`config.mk`:
```
export PLATFORM = sky130hd
export DESIGN_NAME = fpu_ftoi
export DESIGN_NICKNAME = d
export VERILOG_FILES = /design/src/rtl/fpu_pkg.sv /design/src/rtl/fpu_ftoi_align.sv /design/src/rtl/fpu_ftoi.sv
export SDC_FILE = /design/constraint.sdc
export NUM_CORES = 1
export LEC_CHECK = 0
export ABC_AREA = 0
export BUFFER_PORTS_ARGS = -buffer_cell sky130_fd_sc_hd__buf_2
export CAP_MARGIN = 20
export CORE_AREA = 8 8 115 117
export DETAILED_ROUTE_END_ITERATION = 10
export DIE_AREA = 0 0 123 125
export PLACE_DENSITY = 0.9
export SLEW_MARGIN = 20
export SYNTH_ARGS = -nofsm -noshare
export SYNTH_HDL_FRONTEND = slang
export SYNTH_HIERARCHICAL = 1
export SYNTH_SLANG_ARGS = --single-unit
```
`constraint.sdc`:
```
create_clock -name clk -period 5 [get_ports clk]
set_input_delay 0.75 -clock clk [delete_from_list [all_inputs] [get_ports clk]]
set_output_delay 0.75 -clock clk [all_outputs]
set_load 0.05 [all_outputs]
```
`src/rtl/fpu_pkg.sv`:
```
// Shared FPU constants and stage-register types.
// Used by the float-to-int pipeline and its alignment sub-block.
package fpu_pkg;

    localparam logic [7:0]  FP_BIAS   = 8'd127;
    localparam logic [7:0]  FTOI_EMAX = 8'd158;
    localparam logic [31:0] INT32_MAX = 32'h7FFFFFFF;
    localparam logic [31:0] INT32_MIN = 32'h80000000;

    typedef enum logic {
        RND_NE = 1'b0,
        RND_TZ = 1'b1
    } rnd_mode_t;

    // Stage-1 contents: aligned integer part plus rounding and saturation info.
    typedef struct packed {
        logic        sign;
        logic        sat;
        logic        sat_neg;
        logic        inv;
        logic [31:0] int_part;
        logic        guard;
        logic        sticky;
        rnd_mode_t   mode;
    } ftoi_s1_t;

endpackage

```
`src/rtl/fpu_ftoi_align.sv`:
```
// Stage-1 logic of the float-to-int converter: unpack, shift the significand
// into integer position and extract guard/sticky and saturation information.
module fpu_ftoi_align
    import fpu_pkg::*;
(
    input  logic                         x_i,
    input  logic [31:0]                  x_bits_i,
    input  logic                         mode_i,
    output logic [$bits(ftoi_s1_t)-1:0]  s1_o
);

    logic        sign;
    logic [7:0]  exp_b;
    logic [22:0] man;
    logic [7:0]  sh;
    logic [54:0] f;
    ftoi_s1_t    s1;

    assign sign  = x_bits_i[31];
    assign exp_b = x_bits_i[30:23];
    assign man   = x_bits_i[22:0];
    assign sh    = exp_b - FP_BIAS;
    assign f     = {31'b0, 1'b1, man} << sh;

    always_comb begin
        s1      = '0;
        s1.sign = sign;
        s1.mode = rnd_mode_t'(mode_i);
        if (exp_b >= FTOI_EMAX) begin
            // NaN always saturates positive; only exactly -2^31 is representable.
            s1.sat     = 1'b1;
            s1.sat_neg = sign & !((exp_b == 8'hFF) && (man != '0));
            s1.inv     = !(sign && (exp_b == FTOI_EMAX) && (man == '0));
        end else if (exp_b >= FP_BIAS) begin
            s1.int_part = f[54:23];
            s1.guard    = f[22];
            s1.sticky   = |f[21:0];
        end else if (exp_b == (FP_BIAS - 8'd1)) begin
            s1.guard  = 1'b1;
            s1.sticky = |man;
        end
    end

    assign s1_o = s1 & {$bits(ftoi_s1_t){x_i}};

endmodule

```
`src/rtl/fpu_ftoi.sv`:
```
// Two-stage elastic float-to-int converter: align in stage 1, round/negate and
// saturate in stage 2. Each stage register advances when it is empty or drains.
module fpu_ftoi
    import fpu_pkg::*;
#(
    parameter int TAG_W = 6
)
(
    input  logic             clk,
    input  logic             rst,
    input  logic             in_valid,
    output logic             in_ready,
    input  logic [31:0]      x,
    input  logic             mode,
    input  logic [TAG_W-1:0] in_tag,
    output logic             out_valid,
    input  logic             out_ready,
    output logic [31:0]      y,
    output logic [TAG_W-1:0] out_tag,
    output logic             invalid
);

    logic             adv1, adv2;
    logic             v1_q, v2_q;
    ftoi_s1_t         s1_d, s1_q;
    logic [TAG_W-1:0] tag1_q, tag2_q;
    logic [31:0]      y_d, y_q;
    logic             inv_q;
    logic             inc;
    logic [31:0]      mag;

    fpu_ftoi_align u_align (
        .x_i      (1'b1),
        .x_bits_i (x),
        .mode_i   (mode),
        .s1_o     (s1_d)
    );

    assign adv2     = !v2_q || out_ready;
    assign adv1     = !v1_q || adv2;
    assign in_ready = adv1;

    assign inc = (s1_q.mode == RND_NE) && s1_q.guard && (s1_q.sticky || s1_q.int_part[0]);
    assign mag = s1_q.int_part + {31'b0, inc};

    always_comb begin
        y_d = s1_q.sign ? (~mag + 32'd1) : mag;
        if (s1_q.sat) begin
            y_d = s1_q.sat_neg ? INT32_MIN : INT32_MAX;
        end
    end

    always_ff @(posedge clk) begin
        if (rst) begin
            v1_q   <= 1'b0;
            v2_q   <= 1'b0;
            s1_q   <= '0;
            tag1_q <= '0;
            tag2_q <= '0;
            y_q    <= '0;
            inv_q  <= 1'b0;
        end else begin
            if (adv1) begin
                v1_q   <= in_valid;
                s1_q   <= s1_d;
                tag1_q <= in_tag;
            end
            if (adv2) begin
                v2_q   <= v1_q;
                y_q    <= y_d;
                tag2_q <= tag1_q;
                inv_q  <= s1_q.inv;
            end
        end
    end

    assign out_valid = v2_q;
    assign y         = y_q;
    assign out_tag   = tag2_q;
    assign invalid   = inv_q;

endmodule
```
==> summary.txt <==
Worst setup path
  – Arrival @ worst endpoint: around 4.5 ns
  – Crit path max fanout: 10
  – Crit-path max cell delay: 0.73 ns
  – Critical path, cell by cell: nor2_1 -> nor3b_1 -> ha_1 -> ha_1 -> nand4_1 -> nor4_1 -> xor2_1 -> a2111oi_2 -> nand4b_1 -> or2_1 -> o21ai_0 -> xor2_1 -> a21oi_1
  – CP Capture Type: flip-flop
  – FF-to-FF End: y[30]
  – Critical Path RT: between 5 and 6 ns
  – CP delay by family, top: simple AND/OR/NAND/NOR gates
  – Flop2flop setup slack: 0.67 ns
  – Worst Path Class, Setup: reg2reg
  – Slowest-stage cell, CP: a2111oi_2
  – Startpoint types: flip-flop
  – CP Buf/Inv Count: 0
  – Launch point of the worst reg-to-reg path: s1_q[3]
  – Reg2Reg Depth: 13

Layout
  – Fin cells: ~1200
  – Share of cells above drive strength 1: 14.78%
  – # nets final: 1092
  – Synthesis-to-finish area growth: 8.919%
  – Final Cell Area: 7854 um2
  – # diodes: 0

STA
  – Hold_ws: 0.4483 ns
  – Fin crit share: just under 90%
  – Worst slew pin tran: 1.006 ns
  – Layout Skew: ~0.0092 ns
  – Setup TNS Final: 0 ns
  – Max_slew headroom: about a third
  – Worst setup margin: slightly below 0.7 ns
  – Fmax: 0.2311 GHz
  – Final min period: around 4.3 ns
  – Final setup viols: 0
  – Slew Viols, Final: 0
  – RSZ-0062 raised after global routing: false
  – Final hold vios: 0

CTS
  – Worst skew pair latency: 0.35 ns
  – Clk buf depth: 2
  – TritonCTS clock tree: yes
  – Post-CTS Hold Buffers: 0
  – Post_cts resized: 0
  – TritonCTS Buffers: 9
  – Clock-pin slew on the worst setup and hold paths: 0.07 ns
  – CTS root buffer: clkbuf_16
  – CTS H-tree lvls: 3
  – CTS Sinks: 86
  – Setup Buffers After CTS: 0

Global routing
  – GRT overflow: 0
  – First-pass GRT wire length: 33220 um
  – Largest net degree at the start of global routing: 80
  – Initial antenna violation count: 0
  – Global Route Usage Sum: 25.63%
  – Vias in the first global route: 6839

Min path
  – WHS Path Cells: 2
  – Worst Min Path Start: out_tag[0]
  – Hold EP: out_tag[0]
  – Worst min-delay path category: reg2reg

Floorplanning
  – Core area: ~12000 um2
  – I/O pins: 84
  – # rows: 40
  – Die height: about 130 um
  – Die area: 15380 um2
  – Starting density of the core: 62.10%
  – Die Span X: 123 um

Pwr
  – VDD IR max: 0.2522 mV
  – Switching portion of total power: between 30% and 40%
  – Pwr Density: 241.2 nW/um2
  – Combinational share of power: 26.7%
  – Leakage: 3.060 nW
  – NetSw: 0.6582 mW
  – Flop pwr share: between 30% and 40%
  – Clock network fraction of design power: 35.0%
  – Power Internal: 1.236 mW

Logic synthesis
  – Ys async rst share: 0%
  – Sequential area share after synthesis: 23.88%
  – Area of the mapped netlist: 7211 um2
  – Netlist cell types: 81
  – EDFF count, synth: 0
  – Post-Synth XOR/XNOR Area: 8.346%
  – Simple-Gate Fraction of Synth Area: 30.16%
  – Syn_area_per_cell: 7.125 um2
  – #FFs+latches synth: 86
  – Adder-cell share of the synthesized area: less than 1%
  – Cell count after synthesis: 1012
  – Synth Area in Compound Gates: 21.26%
  – Dominant synthesized flop cell: dfxtp_1
  – Largest family of logic cells by synthesized area: simple AND/OR/NAND/NOR gates
  – Synth warnings: 6
  – Mux contribution to synthesized area: about a tenth

Drt
  – Initial DRT Pass Iterations: 5
  – Initial DRC Count: 884
  – DR vias: about 7500
  – Post-Route WL: 19860 um
  – # DRC: 0
  – Drt wl/cell: 16.61 um
  – ANT nets after route: 0
  – Vias per cell: 6.230

Place
  – PortBufs: 83
  – Pre-CTS setup slack: 0.7524 ns
  – DP Area: 7552 um2
  – DP HPWL: between 10000 and 15000 um
  – Placed cell count: 1180
  – GP Congestion: 1.040

Run
  – Maxcap violations: 0

Run status
  – Status: finished clean
[power groups by stage]
stage	clock network [mW]	registers [mW]	logic, mW
after floorplan	0	0.795	0.318
after global placement	0	0.740	0.492
after detailed placement	0	0.741	0.495
after CTS	0.668	0.725	0.498
after global routing	0.695	0.729	0.548
final	0.663	0.725	0.507
[worst register-to-register path: cells and delay by family, from the launching register on]
kind | cells | cell delay [ns]
AO/OA/AOI/OAI | 3 | 1.00
flip-flops | 1 | 0.40
AND/OR/NAND/NOR | 6 | 1.64
XOR/XNOR | 2 | 0.40
adder cells (fa/ha/maj) | 2 | 0.74
[flip-flops by register name (all words and copies together), names as in the netlist]
signal and flops:
invalid 1, out_tag 6, out_valid 1, s1_q 39, tag1_q 6, v1_q 1, y 32
[cell usage in the layout, fill, tap and decap left out, types with 6 or more instances in the layout]
cell	instances
a211oi_1	8
a21oi_1	110
a22oi_1	8
a31oi_1	8
and2_1	11
and3_1	16
buf_2	83
buf_4	15
clkbuf_16	9
dfxtp_1	86
inv_1	9
mux2_2	9
mux2i_1	47
nand2_1	172
nand3_1	30
nand4_1	13
nor2_1	89
nor2b_1	10
nor3_1	37
nor3b_1	8
nor4_1	17
o211ai_1	6
o21ai_0	56
or3_1	13
xnor2_1	46
xor2_1	18
[metal layers]
layer / GRT usage [%] / vias up / wire length [um] / part of all wire [%]
li1: - / 3652 / - / -
met5: 0 / - / 0 / 0
met4: 11.55 / 0 / 664 / 3.3
met3: 3.825 / 56 / 1423 / 7.2
met2: 41.28 / 309 / 9454 / 48
met1: 32.93 / 3434 / 8320 / 42
[final cells by class]
| type | instances | area, um2 |
|---|---|---|
| multi-input cells | 838 | 5081 |
| well taps | 147 | 183.9 |
| inverters | 11 | 41.29 |
| repair buffers | 98 | 528.0 |
| clock inverters | 7 | 72.57 |
| fillers | 1025 | 3757 |
| flip-flops and latches | 86 | 1722 |
| clock buffers | 9 | 225.2 |
[logic make-up (layout without fill, tap and decap cells)]
logic type	Yosys count	count (layout)
compound gates	250	250
flops	86	86
mux	61	61
buf+inv	92	125
other cells	1	5
xor+xnor	67	67
simple gates	450	450
fa+ha+maj	5	5
[synth_stat cells, drive strengths merged (12+ instances only)]
master / n / share of area [%]
nor2: 89 / 4.6
xor2: 19 / 2.4
mux2i: 47 / 6.5
nand4: 13 / 1.1
nand2: 172 / 9.0
or3: 13 / 1.1
nand3: 33 / 2.6
and2: 12 / 1.0
nor3: 37 / 2.6
clkbuf: 43 / 2.2
nor4: 20 / 2.0
xnor2: 48 / 5.9
a21oi: 112 / 7.9
buf: 38 / 3.3
and3: 16 / 1.4
dfxtp: 86 / 24
o21ai: 64 / 4.5
[worst max-delay path by stage]
stage | start | slack [ns] | end | depth (start not counted)
2_1_floorplan | x[23] | 1.59 | s1_q[1] | 15
4_1_cts | s1_q[3] | 0.69 | y[30] | 13
5_1_grt | s1_q[3] | 0.30 | y[30] | 13
3_3_place_gp | x[23] | 0.92 | s1_q[10] | 12
3_5_place_dp | s1_q[3] | 0.75 | y[30] | 13
6_report | s1_q[3] | 0.67 | y[30] | 13
[per-stage QoR]
stage	total power [mW]	util, %
2_1_floorplan	1.112	-
3_3_place_gp	1.232	65.04
3_5_place_dp	1.236	65.04
4_1_cts	1.891	67.61
5_1_grt	1.972	67.64
6_report	1.894	67.64
Power figures use the tool's default switching activity.
